`src/rtl/sw_debounce.sv`:
```
// Switch input conditioner: per-bit two-flop synchronizer, stability-counter
// debouncer, and registered rise/fall/changed pulses for the clean levels.
module sw_debounce #(
  parameter int WIDTH         = 16,
  parameter int STABLE_CYCLES = 4
) (
  input  logic             clk,
  input  logic             reset,
  input  logic [WIDTH-1:0] sw,
  output logic [WIDTH-1:0] sw_clean,
  output logic [WIDTH-1:0] sw_rise,
  output logic [WIDTH-1:0] sw_fall,
  output logic             changed
);

  localparam int CW = $clog2(STABLE_CYCLES + 1);
  localparam logic [CW-1:0] LAST = CW'(STABLE_CYCLES - 1);

  logic [WIDTH-1:0] sync_p0;
  logic [WIDTH-1:0] sync_p1;
  logic [CW-1:0]    cnt_p2     [WIDTH];
  logic [CW-1:0]    cnt_nxt    [WIDTH];
  logic [WIDTH-1:0] clean_nxt;
  logic [WIDTH-1:0] rise_nxt;
  logic [WIDTH-1:0] fall_nxt;

  // Stage p0/p1: metastability guard on the asynchronous switch pins
  always_ff @(posedge clk or posedge reset) begin
    if (reset) begin
      sync_p0 <= '0;
      sync_p1 <= '0;
    end else begin
      sync_p0 <= sw;
      sync_p1 <= sync_p0;
    end
  end

  // Stage p2: a mismatch must persist STABLE_CYCLES cycles; any match restarts the count
  always_comb begin
    clean_nxt = sw_clean;
    rise_nxt  = '0;
    fall_nxt  = '0;
    for (int i = 0; i < WIDTH; i++) begin
      cnt_nxt[i] = cnt_p2[i];
      if (sync_p1[i] == sw_clean[i]) begin
        cnt_nxt[i] = '0;
      end else if (cnt_p2[i] == LAST) begin
        cnt_nxt[i]   = '0;
        clean_nxt[i] = sync_p1[i];
        rise_nxt[i]  = sync_p1[i];
        fall_nxt[i]  = ~sync_p1[i];
      end else begin
        cnt_nxt[i] = cnt_p2[i] + 1'b1;
      end
    end
  end

  always_ff @(posedge clk or posedge reset) begin
    if (reset) begin
      for (int i = 0; i < WIDTH; i++) cnt_p2[i] <= '0;
      sw_clean <= '0;
      sw_rise  <= '0;
      sw_fall  <= '0;
      changed  <= 1'b0;
    end else begin
      for (int i = 0; i < WIDTH; i++) cnt_p2[i] <= cnt_nxt[i];
      sw_clean <= clean_nxt;
      sw_rise  <= rise_nxt;
      sw_fall  <= fall_nxt;
      changed  <= |(rise_nxt | fall_nxt);
    end
  end

endmodule

```
`config.mk`:
```
export PLATFORM = sky130hd
export DESIGN_NAME = sw_debounce
export DESIGN_NICKNAME = d
export VERILOG_FILES = /design/src/rtl/sw_debounce.sv
export SDC_FILE = /design/constraint.sdc
export NUM_CORES = 1
export LEC_CHECK = 0
export ABC_CLOCK_PERIOD_IN_PS = 6000
export CORE_MARGIN = 5
export CORE_UTILIZATION = 62
export DETAILED_ROUTE_END_ITERATION = 12
export DONT_BUFFER_PORTS = 1
export GPL_ROUTABILITY_DRIVEN = 1
export HOLD_SLACK_MARGIN = 0.15
export PLACE_DENSITY = 0.84
export SYNTH_ARGS = -nofsm -noshare
export SYNTH_HDL_FRONTEND = slang
export SYNTH_SLANG_ARGS = --single-unit
```
`constraint.sdc`:
```
create_clock -name clk -period 6 [get_ports clk]
set_clock_uncertainty 0.1 [all_clocks]
set_input_delay 1.2 -clock clk [delete_from_list [all_inputs] [get_ports clk]]
set_output_delay 1.2 -clock clk [all_outputs]
set_load 0.02 [all_outputs]
```
**Word-level counts from Yosys, hierarchy flattened**

Cells that the tools add are included.

- Bits in registers: 129
- Output and inout bits: 49

- $add $sub $neg: 16
- Eq/ne operators: 32
- Muxes and demuxes: 96
- Bitwise operators: 33
- Reduce and logical (&&, ||, !) cells: 17

Operators with widths:

| cell | count |
|---|---|
| 2-to-1 mux 3 bit | 32 |
| 2-to-1 mux 1 bit | 64 |
| adder 3 x 1 -> 3 bit, second input constant | 16 |
| equality test 3 x 2 -> 1 bit, second input constant | 16 |
| inverter 1 bit | 32 |
| AND reduction 2 bit | 16 |
| equality test 1 bit | 16 |
| OR 16 bit | 1 |
| OR reduction 16 bit | 1 |

**Logic depth before layout (Yosys ltp)**

- Depth in word-level cells: 5
- Gate-level depth with buffers: 5
- Depth with buffers taken out: 5

**Worst setup path after synthesis**

No wires, ideal clock.

- Path kind: register to output
- Start: register sw_clean[10]
- End: output sw_clean[10]
- Data arrival time: 0.519 ns
- Required time: 4.700 ns
- Slack: 4.181 ns
- Cell stages (with the launch flop): 1
- Buffers on the path: 0
- Cell sequence: dfrtp_1

RTL lines:

| what | RTL line | RTL |
|---|---|---|
| start: declaration | 10 | `output logic [WIDTH-1:0] sw_clean,` |
| start signal: assignment | 67 | `sw_clean <= clean_nxt;` |

No word-level cell between the ends.

**Worst setup path after layout**

- Start: register sw_clean[11]
- End: output sw_clean[11]

No word-level cell between the ends.

==> run summary <==
The flow ran to the end, and the final reports show no timing, DRC or antenna violations. The worst register-to-register path has a setup slack of 4240 ps. The total of endpoints with negative setup slack in the final report was 0; the initial antenna violation count was 0. The floorplan step defined a die boundary enclosing 9351 um2. In this run the horizontal extent of the chip is 96.70 um. After legalization and detailed placement, the total HPWL measured 4790 um. The logs give 351 for the number of nets produced by synthesis and 0 for the post-route antenna net violation count. TritonCTS built the clock tree.

The count of state elements after synthesis was 129. In the routed design, unresolved DRC markers number 0. The post-route netlist has 14.57% of its cells at a drive strength greater than 1.

The y dimension of the die is 96.70 um. Synthesis instantiated 21 different standard cells from the library. The tool flagged a number of max-cap violations equal to 0. Hold repair after CTS inserted 0 buffers. For this run, the top clock speed supported by timing is 417.9 MHz. The largest net degree at the start of global routing was 68; the average footprint of a synthesized cell was 14.70 um2. Transition time at the pin with the least slew margin: 803.3 ps.

The total routed wire length on the met1 layer is 3201 um. Remaining global-route overflow: 0. The clock period could shrink to 2393 ps.

Topmost layer with routed signal wires: met4. The first global-routing pass estimated 13460 um of wire. The synthesized area came out at 4661 um2. The starting utilization of the core area is 63.92%. The final max-slew violation count was 0. The tools report the number of search-and-repair iterations in the first detailed-routing pass as 4. The critical path is of the reg2out type.

The logs give 4314 um for the wire length on met2 and 2.564 nW for the static power due to leakage. The most frequent standard cell in the layout excluding fill and tap cells was sky130_fd_sc_hd__dfrtp_1. After detailed routing, the average wire length per cell comes to 18.04 um. OpenSTA, run right after detailed placement, puts the worst setup slack at 3475 ps. For the final routed database, the setup TNS stands at 0 ps. The total length of routed met3 wires is 479 um, and the number of input and output port buffers inserted is 0.

The worst hold path belongs to the class reg2reg. The repair_antennas step left the layout with diodes totalling 0. Clock root buffer: sky130_fd_sc_hd__clkbuf_8. The worst slew margin relative to its limit was 46.45%. Global routing consumed, over all layers together, 18.56% of the routing resources. Counting the buffers created by CTS gives 17. Relative to the synthesized area, the layout overhead comes to 15.52%. The maximum root-to-sink buffer count was 2; the post-route fraction of the period consumed by the critical path was 39.88%. Total detailed-routing wirelength: 8102 um. The data arrival time of the worst path is 1090 ps. The number of warning messages in the yosys log was 0. The via count of the first global-routing pass was 2691; the sequential element share of the synthesized area was 69.26%.

Post-CTS timing repair inserted 0 buffers for setup. For this run, the post-layout net count is 371. The clock reaches the later pin of the worst-skew pair after 500 ps.

The H-tree was split into 4 levels. Number of top-level pins: 67. The clock edge transition at the registers on the reported setup and hold paths came out at 60 ps. In this run, post-CTS repair resized a total of 0 instances. The launching element type of the critical path is a register. The total area inside the core boundary comes to 7292 um2. The clock sink count came out at 129.

Counting every instance in the synthesized netlist gives 317. The power after layout is 2.762 mW, and the final standard cell utilization of the core is 73.83%. STA puts the critical path data required time at 4700 ps.

The worst vdd rail ir drop is 0.2914 mV. The power density over cell area came out at 513.0 nW/um2. Setup repair after global routing left no endpoint under its margin. Once routing completed, OpenROAD measured the worst setup slack at 3607 ps.

Summing over every cut layer, the via total after detailed routing is 2444. The maximum fanout encountered on the critical timing path is 6. The worst setup path is captured at an output pin. In this run, the number of DRC markers left after iteration 0 of detailed routing was 55. The number of placement rows is 31, and the ratio of routed vias to standard cells is 5.443. The count of filler cells inserted in the layout came out at 464. Number of failing hold endpoints at the final stage: 0. The library cells used most frequently in the layout, excluding fill and tap cells, are sky130_fd_sc_hd__dfrtp_1, sky130_fd_sc_hd__nor3b_1, sky130_fd_sc_hd__nand2_1, sky130_fd_sc_hd__ha_1, sky130_fd_sc_hd__clkbuf_16.

The tools report the routability congestion estimate from global placement as 0.7332.
-- layout make-up --
type / instances / area, um2 / area share (%)
timing repair buffer: 1 / 7.507 / 0.1394
inverter: 3 / 16.27 / 0.3021
clock inverter: 10 / 133.9 / 2.487
multi-input combinational: 185 / 1421 / 26.40
clock buffer: 22 / 452.9 / 8.413
sequential: 129 / 3228 / 59.96
tap: 99 / 123.9 / 2.301
-- worst register-to-register path, cell delays in order, from the launching register on --
cell                       delay [ps]
sky130_fd_sc_hd__dfrtp_1          380
sky130_fd_sc_hd__ha_1             220
sky130_fd_sc_hd__nand2b_1         190
sky130_fd_sc_hd__o22ai_1          140
sky130_fd_sc_hd__nor4_1           480
sky130_fd_sc_hd__nand3_1          130
-- power breakdown --
part	internal, mW	switching [mW]
Combinational	0.233	0.232
Clock	0.652	0.350
Sequential	1.04	0.257
-- flip-flops by register name, summed over array words and instances (netlist names) --
name      flops
cnt_p2       48
sw_clean     16
sw_fall      16
sw_rise      16
sync_p0      16
sync_p1      16
changed       1
-- routing by layer --
metal	vias up	track usage, %
met5	-	0
met4	0	6.371
met3	9	8.993
met2	65	31.90
met1	1243	19.97
li1	1127	-
-- through the flow --
step	hold slack, ps	cells	cell area (um2)
floorplan	231.2	317	4661
global placement	232.8	417	4797
detailed placement	234.7	417	4797
CTS	247.1	449	5384
global route	252.1	449	5384
finish	246.4	449	5384
-- synthesized netlist by cell type --
| master | n | area, um2 |
|---|---|---|
| sky130_fd_sc_hd__and3_1 | 13 | 81.33 |
| sky130_fd_sc_hd__xnor2_2 | 3 | 48.80 |
| sky130_fd_sc_hd__nand2_1 | 16 | 60.06 |
| sky130_fd_sc_hd__ha_1 | 16 | 200.2 |
| sky130_fd_sc_hd__nor2_1 | 15 | 56.30 |
| sky130_fd_sc_hd__and2b_1 | 1 | 7.510 |
| sky130_fd_sc_hd__or2b_1 | 1 | 7.510 |
| sky130_fd_sc_hd__nand2b_4 | 1 | 13.76 |
| sky130_fd_sc_hd__nand3_1 | 1 | 5.000 |
| sky130_fd_sc_hd__mux2_2 | 15 | 168.9 |
| sky130_fd_sc_hd__xnor2_1 | 13 | 113.9 |
| sky130_fd_sc_hd__nor2b_1 | 2 | 12.51 |
| sky130_fd_sc_hd__nor3_1 | 3 | 15.01 |
| sky130_fd_sc_hd__inv_1 | 3 | 11.26 |
| sky130_fd_sc_hd__o22ai_1 | 8 | 50.05 |
| sky130_fd_sc_hd__or2b_4 | 1 | 11.26 |
| sky130_fd_sc_hd__nor4_1 | 1 | 6.260 |
| sky130_fd_sc_hd__dfrtp_1 | 129 | 3228 |
| sky130_fd_sc_hd__nor3b_1 | 49 | 367.9 |
| sky130_fd_sc_hd__xor2_1 | 13 | 113.9 |
| sky130_fd_sc_hd__nand2b_1 | 13 | 81.33 |
-- kinds of logic after synthesis --
kind of cell,Yosys count,synth area share (%)
buffers and inverters,3,0.2416
DFF,129,69.26
adders and majority gates,16,4.295
muxes,15,3.624
and+or+nand+nor,117,15.57
AOI/OAI and AO/OA,8,1.074
xor gates and xnor gates,29,5.933
-- path summary, 6_finish.rpt --
check,startpoint,endpoint,depth (start not counted)
worst max-delay path,sw_clean[11],sw_clean[11],0
worst min-delay path,sync_p0[5],sync_p1[5],0
worst max register to register,cnt_p2[39],changed,5
worst min register to register,sync_p0[5],sync_p1[5],0
max in group asynchronous,reset,sync_p1[4],2
min in group asynchronous,reset,sw_fall[2],1
(Power assumes the default switching activity.)
